==> config.mk <==
export PLATFORM = sky130hd
export DESIGN_NAME = regfile_access_sequencer
export DESIGN_NICKNAME = d
export VERILOG_FILES = /design/src/rtl/regfile_access_sequencer.sv
export SDC_FILE = /design/constraint.sdc
export NUM_CORES = 1
export LEC_CHECK = 0
export CORE_MARGIN = 2
export CORE_UTILIZATION = 35
export CTS_BUF_LIST = sky130_fd_sc_hd__clkbuf_4
export DETAILED_ROUTE_END_ITERATION = 8
export PLACE_DENSITY = 0.79
export SLEW_MARGIN = 0
export SYNTH_ARGS = -nofsm -noshare
export SYNTH_HDL_FRONTEND = slang
export SYNTH_SLANG_ARGS = --single-unit
==> constraint.sdc <==
create_clock -name in_clk -period 2 [get_ports in_clk]
set_input_delay 0.4 -clock in_clk [delete_from_list [all_inputs] [get_ports in_clk]]
set_output_delay 0.4 -clock in_clk [all_outputs]
set_load 0.03 [all_outputs]
==> src/rtl/regfile_access_sequencer.sv <==
// ---------------------------------------------------------------------------
// regfile_access_sequencer
//
// Purpose:
//   Steps a single instruction through its register-file access phases. On
//   in_start (sampled only while idle) the instruction word is latched and a
//   per-opcode sequence of one-cycle phases is walked. Each phase raises one
//   register-field select (gra/grb/grc) together with one access strobe
//   (read/write/base_addr_read). Loads and stores park in a memory-wait state
//   until in_mem_ready. Every sequence ends in a one-cycle DONE, except halt,
//   which parks in HALT until reset. Outputs are a pure decode of the current
//   state and the latched opcode (Moore).
//
// Ports:
//   in_clk              system clock, rising-edge active
//   in_rst              asynchronous, active-high reset
//   in_start            begin sequencing in_ir (ignored unless idle)
//   in_ir[31:0]         instruction word, opcode in [31:27]
//   in_mem_ready        memory cycle complete (looked at only in MEMW)
//   out_gra/grb/grc     register-field select strobes
//   out_read            register-file read strobe
//   out_write           register-file write strobe
//   out_base_addr_read  base-address read strobe
//   out_busy            high in every state except IDLE
//   out_done            one-cycle pulse at the end of a sequence
//   out_illegal         coincides with out_done for undefined opcodes
//   out_halted          high while halted
// ---------------------------------------------------------------------------
module regfile_access_sequencer (
    input  logic        in_clk,
    input  logic        in_rst,
    input  logic        in_start,
    input  logic [31:0] in_ir,
    input  logic        in_mem_ready,
    output logic        out_gra,
    output logic        out_grb,
    output logic        out_grc,
    output logic        out_read,
    output logic        out_write,
    output logic        out_base_addr_read,
    output logic        out_busy,
    output logic        out_done,
    output logic        out_illegal,
    output logic        out_halted
);

    typedef enum logic [2:0] {
        S_IDLE = 3'd0,
        S_P1   = 3'd1,
        S_P2   = 3'd2,
        S_MEMW = 3'd3,
        S_WB   = 3'd4,
        S_DONE = 3'd5,
        S_HALT = 3'd6
    } state_t;

    // Opcodes grouped by the shape of their access sequence. Every opcode in a
    // group walks exactly the same states with exactly the same strobes.
    typedef enum logic [3:0] {
        C_LD,      // ld:  base read, memory wait, write back
        C_LDI,     // ldi: base read, write back
        C_ST,      // st:  base read, data read, memory wait
        C_ALU3,    // three-register ALU: rb, rc read, ra write
        C_ALU2,    // two-operand ALU / immediate: rb read, ra write
        C_MULDIV,  // mul/div: rb, rc read, result goes to hi/lo
        C_RAREAD,  // br/jr/out: ra read only
        C_JAL,     // jal: ra read, link write via grb
        C_WBONLY,  // in/mfhi/mflo: ra write only
        C_NOP,
        C_HALT,
        C_ILLEGAL
    } op_class_t;

    state_t      state_q, state_d;
    logic [31:0] ir_q, ir_d;

    // Only the opcode field steers the sequence; the operand fields are kept
    // in the latched word for completeness but not decoded here.
    logic unused_ir_fields;
    assign unused_ir_fields = ^ir_q[26:0];

    function automatic op_class_t op_class(input logic [4:0] op);
        op_class_t c;
        case (op)
            5'd0:                                 c = C_LD;
            5'd1:                                 c = C_LDI;
            5'd2:                                 c = C_ST;
            5'd3, 5'd4, 5'd5, 5'd6, 5'd7, 5'd8,
            5'd9, 5'd10:                          c = C_ALU3;
            5'd11, 5'd12, 5'd13, 5'd16, 5'd17:    c = C_ALU2;
            5'd14, 5'd15:                         c = C_MULDIV;
            5'd18, 5'd19, 5'd22:                  c = C_RAREAD;
            5'd20:                                c = C_JAL;
            5'd21, 5'd23, 5'd24:                  c = C_WBONLY;
            5'd25:                                c = C_NOP;
            5'd26:                                c = C_HALT;
            default:                              c = C_ILLEGAL;
        endcase
        return c;
    endfunction

    // Entry state for a freshly accepted instruction.
    function automatic state_t first_state(input op_class_t c);
        state_t s;
        case (c)
            C_WBONLY:           s = S_WB;
            C_NOP, C_ILLEGAL:   s = S_DONE;
            C_HALT:             s = S_HALT;
            default:            s = S_P1;
        endcase
        return s;
    endfunction

    function automatic state_t after_p1(input op_class_t c);
        state_t s;
        case (c)
            C_LD:                       s = S_MEMW;
            C_LDI, C_ALU2, C_JAL:       s = S_WB;
            C_ST, C_ALU3, C_MULDIV:     s = S_P2;
            default:                    s = S_DONE;
        endcase
        return s;
    endfunction

    function automatic state_t after_p2(input op_class_t c);
        state_t s;
        case (c)
            C_ST:       s = S_MEMW;
            C_ALU3:     s = S_WB;
            default:    s = S_DONE;
        endcase
        return s;
    endfunction

    // A load still has its write-back ahead; a store is finished.
    function automatic state_t after_memw(input op_class_t c);
        return (c == C_LD) ? S_WB : S_DONE;
    endfunction

    op_class_t cur_class;
    op_class_t new_class;
    assign cur_class = op_class(ir_q[31:27]);
    assign new_class = op_class(in_ir[31:27]);

    // State and latched instruction register.
    always_ff @(posedge in_clk or posedge in_rst) begin
        if (in_rst) begin
            state_q <= S_IDLE;
            ir_q    <= 32'd0;
        end else begin
            state_q <= state_d;
            ir_q    <= ir_d;
        end
    end

    // Next-state logic. The entry decision in IDLE looks at in_ir directly,
    // since the latched copy only becomes valid on the same edge.
    always_comb begin
        state_d = state_q;
        ir_d    = ir_q;
        case (state_q)
            S_IDLE: begin
                if (in_start) begin
                    ir_d    = in_ir;
                    state_d = first_state(new_class);
                end
            end
            S_P1:   state_d = after_p1(cur_class);
            S_P2:   state_d = after_p2(cur_class);
            S_MEMW: begin
                if (in_mem_ready) begin
                    state_d = after_memw(cur_class);
                end
            end
            S_WB:   state_d = S_DONE;
            S_DONE: state_d = S_IDLE;
            S_HALT: state_d = S_HALT;
            default: state_d = S_IDLE;
        endcase
    end

    // Output decode from state and latched opcode only.
    always_comb begin
        out_gra            = 1'b0;
        out_grb            = 1'b0;
        out_grc            = 1'b0;
        out_read           = 1'b0;
        out_write          = 1'b0;
        out_base_addr_read = 1'b0;
        out_busy           = (state_q != S_IDLE);
        out_done           = 1'b0;
        out_illegal        = 1'b0;
        out_halted         = 1'b0;
        case (state_q)
            S_P1: begin
                case (cur_class)
                    C_LD, C_LDI, C_ST: begin
                        out_grb            = 1'b1;
                        out_base_addr_read = 1'b1;
                    end
                    C_ALU3, C_ALU2, C_MULDIV: begin
                        out_grb  = 1'b1;
                        out_read = 1'b1;
                    end
                    default: begin
                        out_gra  = 1'b1;
                        out_read = 1'b1;
                    end
                endcase
            end
            S_P2: begin
                // A store reads its data register from the ra field.
                if (cur_class == C_ST) begin
                    out_gra = 1'b1;
                end else begin
                    out_grc = 1'b1;
                end
                out_read = 1'b1;
            end
            S_WB: begin
                // jal writes the link register through the grb path, which the
                // encode logic steers to R15.
                if (cur_class == C_JAL) begin
                    out_grb = 1'b1;
                end else begin
                    out_gra = 1'b1;
                end
                out_write = 1'b1;
            end
            S_DONE: begin
                out_done    = 1'b1;
                out_illegal = (cur_class == C_ILLEGAL);
            end
            S_HALT: begin
                out_halted = 1'b1;
            end
            default: begin
            end
        endcase
    end

endmodule

==> flow_summary.toml <==
[synthesis]
netlist_instances = 84
synth_warnings = 0
synth_compound_gate_area_share_pct = 23.8
postSynth.asyncResetShare_pct = 100
netlist.top_cell.by_area = "dfrtp_1"
synthMuxAreaShare_pct = 4.87
ys_top_cells_by_area = "dfrtp_1 29%, mux2_1 4.9%, nor2_1 4.3%"
synth_top_family_by_area = "simple AND/OR/NAND/NOR gates"
yosys.area_share.adder_pct = 0
ys_types = 36
yosys.area_share.xor_xnor_pct = 2.53
syn_area_um2 = 693
ys_seq_area_share_pct = 28.9
synthesized_flop_and_latch_total = 8
syn_avg_cell_area_um2 = 8.25
share_of_the_synthesized_area_in_the_top_cell_type_pct = 28.9
count_of_flip_flops_with_a_built_in_enable_after_synthesis = 0
postSynth.topFlopCell = "dfrtp_1"
syn_nets = 120
top_cell_types_by_occurrence_after_synthesis = "8 x dfrtp_1, 8 x nor2_1, 7 x inv_1"
post_synth_and_or_nand_nor_area_fraction_pct = 30.1

[power]
design_power_total_mw = 1.64
worst_ir_drop_vdd_mv = 0.652
power_per_cell_area_mw_per_mm2 = 1620
static-leakage-power_nw = 0.460

[finish]
layout.cell_area.non_filler_mm2 = 0.00101
utilization_pct = 52.5
design.final.nets = 154
final_cell_count_no_fill = 143
final_layout_size_suffix_gt1_share_pct = 29.3
diodes = 0
synthToLayoutAreaGrowth_pct = 45.5

[critical_path]
r2r.worst_path.cells = 6
critical_path.reg2reg.endpoint = "state_q[2]"
timing.critical_path.max_delay_family = "simple AND/OR/NAND/NOR gates"
worst_setup_path_startpoint = "ir_q[31]"
cp_slowest_stage_delay_ps = 400
worst-endpoint-required_ps = 1600
worst-path-max-fanout = 2
path_cells = "nor4_4, buf_4, and3_1, a31oi_1, o22ai_1, buf_4"
path_class = "flop to primary output"
critPathBufInv = 2
rr_startpoint = "ir_q[31]"
crit_slowest_cell = "dfrtp_1"
cpMostUsedCell = "buf_4"
setup.worst_path.start_class = "flop"
timing.critical_path.to_type = "primary output"
worstPathArrival_ps = 1640
regToRegSetupSlack_ps = 350

[global_routing]
first_global_vias = 699
grt_pass1_wl_um = 3150
grt_start_max_net_pins = 10
grtUsageTotal_pct = 17.4
initial_antenna_violation_count = 0
grt_overflow_total = 0

[floorplanning]
die_w_um = 48.5
boundaryPins = 46
core-area_mm2 = 0.00192
die_h_um = 48.5
rows = 16
die_area_mm2 = 0.00235
start_util_pct = 36.1

[timing]
finalWorstSetupSlack_ps = -42.0
worst-slew-pin-transition_ps = 382
fmax_mhz = 490
rsz0062_at_grt = "true"
fin_skew_ps = 7.88
post-route-period-util_pct = 102
holdWs_ps = 377
timing.final.crit_period_ps = 2040
timing_hold_violations_final = 0
slew_violations = 0
finalSetupTns_ps = -42.0
worst_slew_margin_relative_to_its_limit_pct = 74.5
final_setup_viols = 1

[clock_network]
cts.hold.buffers_added = 0
tritoncts = "built"
numCtsBuffers = 3
clk_tree_root_cell = "clkbuf_4"
cts.sinks = 8
clk_latency_ps = 270
cts_buffer_depth = 2
cts_max_level = 1
clkTransAtPathRegs_ps = 60

[job]
count_of_maximum_capacitance_violations = 0

[routing]
wirelength_um = 1810
route.detailed.vias_per_inst = 5.19
final_routed_wire_length_divided_by_cell_count_um = 12.7
first_pass_iters = 4
drt_drc_violations_left = 0
initial_drc_count = 17
detail-route-antenna-nets = 0
via_count = 742

[placement]
gp_routability_congestion = 0.839
dp_worst_setup_slack_ps = 53.9
post_dp_hpwl_um = 1420
place_inst = 138
post_dp_cell_area_um2 = 971
portBuffers = 18

[worst_hold_path]
min_path_type = "primary input to async pin"

[outcome]
violations = "setup timing"
run_status = "finished with violations"
[cells in the final DEF (no fill, tap or decap), types with 2 or more instances in the layout]
cell,netlist,layout
a211o_1,2,2
a21oi_1,5,5
and3_1,2,2
buf_4,0,23
clkbuf_4,0,3
clkdlybuf4s50_1,0,8
dfrtp_1,8,7
dlygate4sd2_1,0,3
inv_1,7,7
mux2_1,3,3
nand2_1,5,5
nand3_1,3,3
nor2_1,8,8
nor2b_1,3,2
nor3_1,3,3
nor3b_1,2,2
o21ai_0,5,5
o31ai_1,2,2
xor2_1,2,2
[sequential cells by signal, indices dropped and copies added (netlist names)]
| register | cells |
|---|---|
| ir_q | 5 |
| state_q | 3 |
[worst max path at each step]
stage / endpoint / slack, ps / depth (start not counted)
2_1_floorplan: out_illegal / 1 / 5
3_3_place_gp: state_q[2] / 60 / 5
3_5_place_dp: state_q[2] / 50 / 5
4_1_cts: out_gra / -40 / 6
5_1_grt: out_gra / -120 / 6
6_report: out_gra / -40 / 6
[report_power, final]
| part | internal [mW] | switching, mW | leakage, nW |
|---|---|---|---|
| Sequential | 0.245 | 0.0850 | 0.0954 |
| Clock | 0.0691 | 0.0619 | 0.0138 |
| Combinational | 0.532 | 0.643 | 0.350 |
[cells by family after synthesis]
| kind of cell | Yosys count |
|---|---|
| AOI/OAI and AO/OA | 23 |
| xor gates and xnor gates | 2 |
| buffers and inverters | 13 |
| DFF | 8 |
| muxes | 3 |
| and+or+nand+nor | 35 |
[layout make-up]
type	count	area [µm²]
fillers	191	913
flip-flops and latches	8	201
clock buffers	3	22.5
well taps	27	33.8
inverters	7	26.3
multi-input cells	63	440
repair buffers	35	284
[what timing repair did]
item                       in CTS  in global routing
setup buffers                   2                  0
setup endpoints to repair       6                  4
pin swaps                       1                  0
gates resized for setup         7                  4
[layer usage]
metal | vias up | routed length [µm] | GRT usage (%) | part of all wire [%]
met1 | 341 | 821 | 20.3 | 45
met5 | - | 0 | 0 | 0
li1 | 370 | - | - | -
met2 | 24 | 850 | 30.1 | 47
met3 | 7 | 73 | 1.85 | 4.0
met4 | 0 | 65 | 11.4 | 3.6
Power figures use the tool's default switching activity.
==> RTL edit 1 (same flow settings) <==
The 7 states of `state_t` get a one-hot encoding in 7 bits.
--- a/src/rtl/regfile_access_sequencer.sv
+++ b/src/rtl/regfile_access_sequencer.sv
@@ -44,14 +44,14 @@
     output logic        out_halted
 );
 
-    typedef enum logic [2:0] {
-        S_IDLE = 3'd0,
-        S_P1   = 3'd1,
-        S_P2   = 3'd2,
-        S_MEMW = 3'd3,
-        S_WB   = 3'd4,
-        S_DONE = 3'd5,
-        S_HALT = 3'd6
+    typedef enum logic [6:0] {
+        S_IDLE = 7'b0000001,
+        S_P1   = 7'b0000010,
+        S_P2   = 7'b0000100,
+        S_MEMW = 7'b0001000,
+        S_WB   = 7'b0010000,
+        S_DONE = 7'b0100000,
+        S_HALT = 7'b1000000
     } state_t;
 
     // Opcodes grouped by the shape of their access sequence. Every opcode in a
Behaviour: same outputs for any inputs over 10 cycles, from zero or initial values and one cycle with in_rst high; not proved beyond that.
==> RTL edit 1 against the original RTL <==
- the flow still finishes with violations (negative setup slack)
- setup slack got worse by 0.44 ns
- global-route usage rose by 2.8 points
- fmax fell by 18%
- sequential cell count rose by 4
- synthesized area rose by 38%
- cell area rose by 65%
- total power rose by 24%
- wire length rose by 69%
- first-iteration DRC count rose by 130%
- critical path type unchanged
==> RTL edit 1: results (changes against the original RTL) <==
{
  "worst_r2r_startpoint": {"value": "state_q[2]"},
  "result_of_the_run": {"value": "complete, but fails checks"},
  "final_setup_slack_of_the_worst_path": {"value": -0.4808, "unit": "ns", "change": "-0.4388 ns"},
  "detail_route.vias_per_cell": {"value": 5.537, "change": "+6.7%"},
  "critical_path.max_fanout": {"value": 4, "change": "+2"},
  "final.setup.tns": {"value": -3.418, "unit": "ns", "change": "-3.376 ns"},
  "final_nets": {"value": 208, "change": "+35%"},
  "first_element_of_the_critical_path": {"value": "state_q[1]"},
  "syn_nets": {"value": 148, "change": "+23%"},
  "global_route.usage.total": {"value": 0.2019, "change": "+0.02824"},
  "clkSlewWorstSetupHoldPaths": {"value": 0.08, "unit": "ns", "change": "+0.02 ns"},
  "final-setup-viol-count": {"value": 13, "change": "+12"},
  "synth_seq_cells": {"value": 12, "change": "+4"},
  "clk_latency": {"value": 0.29, "unit": "ns", "change": "+0.02 ns"},
  "number_of_global_route_vias_before_repair": {"value": 1081, "change": "+55%"},
  "n_all_inverters": {"value": 4, "change": "-3"},
  "failed_checks": {"value": "negative setup slack"},
  "n_fill_cell": {"value": 199, "change": "+4.2%"},
  "multi_input_area_share": {"value": 0.4444, "change": "+0.007637"},
  "cell_at_the_slowest_stage_of_the_critical_path": {"value": "sky130_fd_sc_hd__or4_4"},
  "synth_seq_area_share": {"value": 0.3159, "change": "+0.02705"},
  "muxShareOfSynthArea": {"value": 0.05898, "change": "+0.01024"},
  "post_synthesis_compound_gate_area_fraction": {"value": 0.1704, "change": "-0.06789"},
  "share_of_post_route_cells_with_drive_strength_above_1": {"value": 0.5205, "change": "+0.2274"},
  "final.signal_buffer_count": {"value": 60, "change": "+71%"}
}
[RTL edit 1: cell types whose count changed after synthesis, moves of 3 or more]
| cell | unedited run | this run |
|---|---|---|
| sky130_fd_sc_hd__buf_2 | 3 | 0 |
| sky130_fd_sc_hd__mux2_2 | 0 | 5 |
| sky130_fd_sc_hd__inv_1 | 7 | 4 |
| sky130_fd_sc_hd__clkbuf_1 | 1 | 4 |
| sky130_fd_sc_hd__dfrtp_1 | 8 | 11 |
| sky130_fd_sc_hd__or4_1 | 0 | 4 |
| sky130_fd_sc_hd__mux2_1 | 3 | 0 |
| sky130_fd_sc_hd__o21ai_0 | 5 | 8 |
| sky130_fd_sc_hd__nand2_1 | 5 | 9 |
[RTL edit 1: routing by layer]
layer  routed length (um)  up-vias  global-route usage
li1                     -      548                   -
met1                 1287      526              0.2529
met2                 1587       33              0.3311
met3                  134        6             0.05116
met4                   49        0             0.07823
met5                    0        -                   0
[RTL edit 1: metrics by stage]
step,setup WS [ns],cell area [um2],hold WS (ns)
5_1_grt,-0.5550,1664,0.4673
3_5_place_dp,-0.1774,1393,0.6508
4_1_cts,-0.4665,1573,0.4500
6_report,-0.4808,1664,0.4161
3_3_place_gp,-0.1586,1393,0.6388
2_1_floorplan,-0.2265,1021,0.2640
[RTL edit 1: power groups by stage]
stage          clock [mW]  sequential, mW  combinational, mW
2_1_floorplan           0           0.422              0.721
3_3_place_gp            0           0.405               1.14
3_5_place_dp            0           0.410               1.18
4_1_cts             0.166           0.402               1.28
5_1_grt             0.184           0.418               1.57
6_report            0.165           0.405               1.46
[RTL edit 1: repair_timing]
action / CTS / global route
cloned: 0 / 0
hold buffers: 0 / 0
setup buffers: 10 / 6
pin swaps: 6 / 9
setup endpoints to repair: 10 / 14
resized for setup: 25 / 16
==> RTL edit 2 (same settings) <==
Made on the original files. Make the reset (`in_rst`) synchronous in one clocked block. Comments in the files are not updated.
--- a/src/rtl/regfile_access_sequencer.sv
+++ b/src/rtl/regfile_access_sequencer.sv
@@ -143,7 +143,7 @@
     assign new_class = op_class(in_ir[31:27]);
 
     // State and latched instruction register.
-    always_ff @(posedge in_clk or posedge in_rst) begin
+    always_ff @(posedge in_clk) begin
         if (in_rst) begin
             state_q <= S_IDLE;
             ir_q    <= 32'd0;
Function: differs if in_rst is asserted again (counterexample within 4 cycles, from zero or initial values and one cycle with in_rst high); with in_rst held inactive, the same outputs for 10 cycles.
==> RTL edit 2 against the original RTL <==
- hold slack improved by 0.19 ns
- synthesized area up 39%
- total power shrank 2.1%
- cell area rose by 40%
- register-to-register slack got worse by 0.14 ns
- wire length increased by 38%
- via count increased by 44%
- sequential power increased by 21%
- sequential cell count increased by 4
- global-route usage is 0.18 points lower
- clock power up 18%
- setup slack better by 0.12 ns
- non-clock buffer count up 7
- count of clock-buffer cells in the layout unchanged
- largest power group unchanged
==> RTL edit 2: results (changes against the original RTL) <==
{
  "result_of_the_run": {"value": "finished clean"},
  "netSwitchingPower": {"value": 0.6956, "unit": "mW", "change": "-12%"},
  "netlist.top_cell.by_area": {"value": "sky130_fd_sc_hd__dfxtp_1"},
  "global_route.usage.total": {"value": 0.1719, "change": "-0.001764"},
  "syn_nets": {"value": 160, "change": "+33%"},
  "power.leakage": {"value": 0.6075, "unit": "nW", "change": "+32%"},
  "grt_start_max_net_pins": {"value": 14, "change": "+4"},
  "synth_seq_area_share": {"value": 0.2500, "change": "-0.03881"},
  "dpl_cell_area": {"value": 1324, "unit": "um2", "change": "+36%"},
  "routed_wire_length_per_instance": {"value": 12.90, "unit": "um", "change": "+1.9%"},
  "timing.critical_path.arrival": {"value": 1.52, "unit": "ns", "change": "-0.12 ns"},
  "holdCritPathClass": {"value": "flip-flop to flip-flop"},
  "final_nets": {"value": 200, "change": "+30%"},
  "dpl.cell_count": {"value": 188, "change": "+36%"},
  "critical_path.max_fanout": {"value": 7, "change": "+5"},
  "grt_first_pass_wirelength": {"value": 4450, "unit": "um", "change": "+41%"},
  "mappedNetlistArea": {"value": 960.9, "unit": "um2", "change": "+39%"},
  "share_of_post_route_cells_with_drive_strength_above_1": {"value": 0.2883, "change": "-0.004760"},
  "worst_ir_drop_vdd": {"value": 0.6622, "unit": "mV", "change": "+1.6%"},
  "place_congestion": {"value": 0.9137, "change": "+8.9%"},
  "vias": {"value": 1069, "change": "+44%"},
  "number_of_global_route_vias_before_repair": {"value": 1029, "change": "+47%"},
  "intPower": {"value": 0.9058, "unit": "mW", "change": "+7.0%"},
  "detailed_place_hpwl": {"value": 1967, "unit": "um", "change": "+38%"},
  "synth.cells.most_frequent": {"value": "sky130_fd_sc_hd__dfxtp_1, sky130_fd_sc_hd__nor2b_1, sky130_fd_sc_hd__a21oi_1, sky130_fd_sc_hd__inv_1, sky130_fd_sc_hd__o21ai_0"},
  "synth_cell_types": {"value": 42, "change": "+17%"},
  "critical-path-max-stage-delay": {"value": 0.36, "unit": "ns", "change": "-0.04 ns"},
  "synth_top_cells_by_area": {"value": "sky130_fd_sc_hd__dfxtp_1, sky130_fd_sc_hd__nor2b_1, sky130_fd_sc_hd__mux2i_1"},
  "drt_iter0_markers": {"value": 32, "change": "+15"},
  "p_clk": {"value": 0.154, "unit": "mW", "change": "+18%"},
  "ys_async_sr_fraction": {"value": 0, "change": "-1.000"},
  "io_buffer_count": {"value": 18, "change": "unchanged"},
  "detail_route.vias_per_cell": {"value": 5.539, "change": "+6.7%"},
  "timing.clock.skew": {"value": 0.0006497, "unit": "ns", "change": "-0.007226 ns"},
  "pre_cts_ws": {"value": -0.3024, "unit": "ns", "change": "-0.3563 ns"},
  "n_fill_cell": {"value": 250, "change": "+31%"},
  "postSynthAreaPerCell": {"value": 7.749, "unit": "um2", "change": "-6.1%"},
  "slew-limit-headroom": {"value": 0.7002, "change": "-0.04477"},
  "power.share.sequential": {"value": 0.249, "change": "+0.047"},
  "cell_at_the_slowest_stage_of_the_critical_path": {"value": "sky130_fd_sc_hd__dfxtp_2"}
}
-- RTL edit 2: changes by cell type in the layout (fill, tap and decap cells not counted), sizes merged, moves of 5 or more --
cell,change
nor4,+5
dfxtp,+12
buf,+6
mux2i,+7
dfrtp,-8
nor2b,+9
-- RTL edit 2: path summary, 6_finish.rpt --
path	from	endpoint	slack, ns	depth (start not counted)
worst min register to register	ir_q[31]	ir_q[31]	0.57	2
worst max-delay path	state_q[1]	out_illegal	0.08	5
worst max register to register	state_q[0]	cur_class[0]	0.21	6
worst min-delay path	ir_q[31]	ir_q[31]	0.57	2
-- RTL edit 2: timing repair --
item                                    CTS  global route
resized for setup                         8            14
endpoints found under the setup margin    8             7
buffers inserted                          0             1
-- RTL edit 2: layer usage --
metal  global-route usage  wire length (um)  up-vias  share of wire
li1                     -                 -      536              -
met1               0.2042              1121      502           0.45
met2               0.3025              1246       25           0.50
met5                    0                 0        -              0
met3              0.03687                95        6          0.038
met4              0.06122                27        0          0.011
-- RTL edit 2: cell type report --
cell class / instances / area (um2) / area share
flip-flops and latches: 12 / 249.0 / 0.1764
inverters: 7 / 26.28 / 0.01862
well taps: 30 / 37.54 / 0.02660
multi-input cells: 98 / 723.2 / 0.5124
clock buffers: 3 / 22.52 / 0.01596
clock inverters: 1 / 3.754 / 0.002660
repair buffers: 42 / 349.1 / 0.2473
-- RTL edit 2: worst reg2reg max path: cells and delay by family, from the launching register on --
family                 cells  cell delay [ns]
flip-flops                 1             0.40
buffers and inverters      2             0.33
multiplexers               1             0.29
AND/OR/NAND/NOR            3             0.66
-- RTL edit 2: kinds of logic after synthesis --
logic type	after synthesis	synth area share
multiplexers	7	0.07682
flip-flops	12	0.2500
XOR/XNOR	2	0.01823
AO/OA/AOI/OAI	32	0.2214
AND/OR/NAND/NOR	57	0.3685
buffers and inverters	14	0.06510
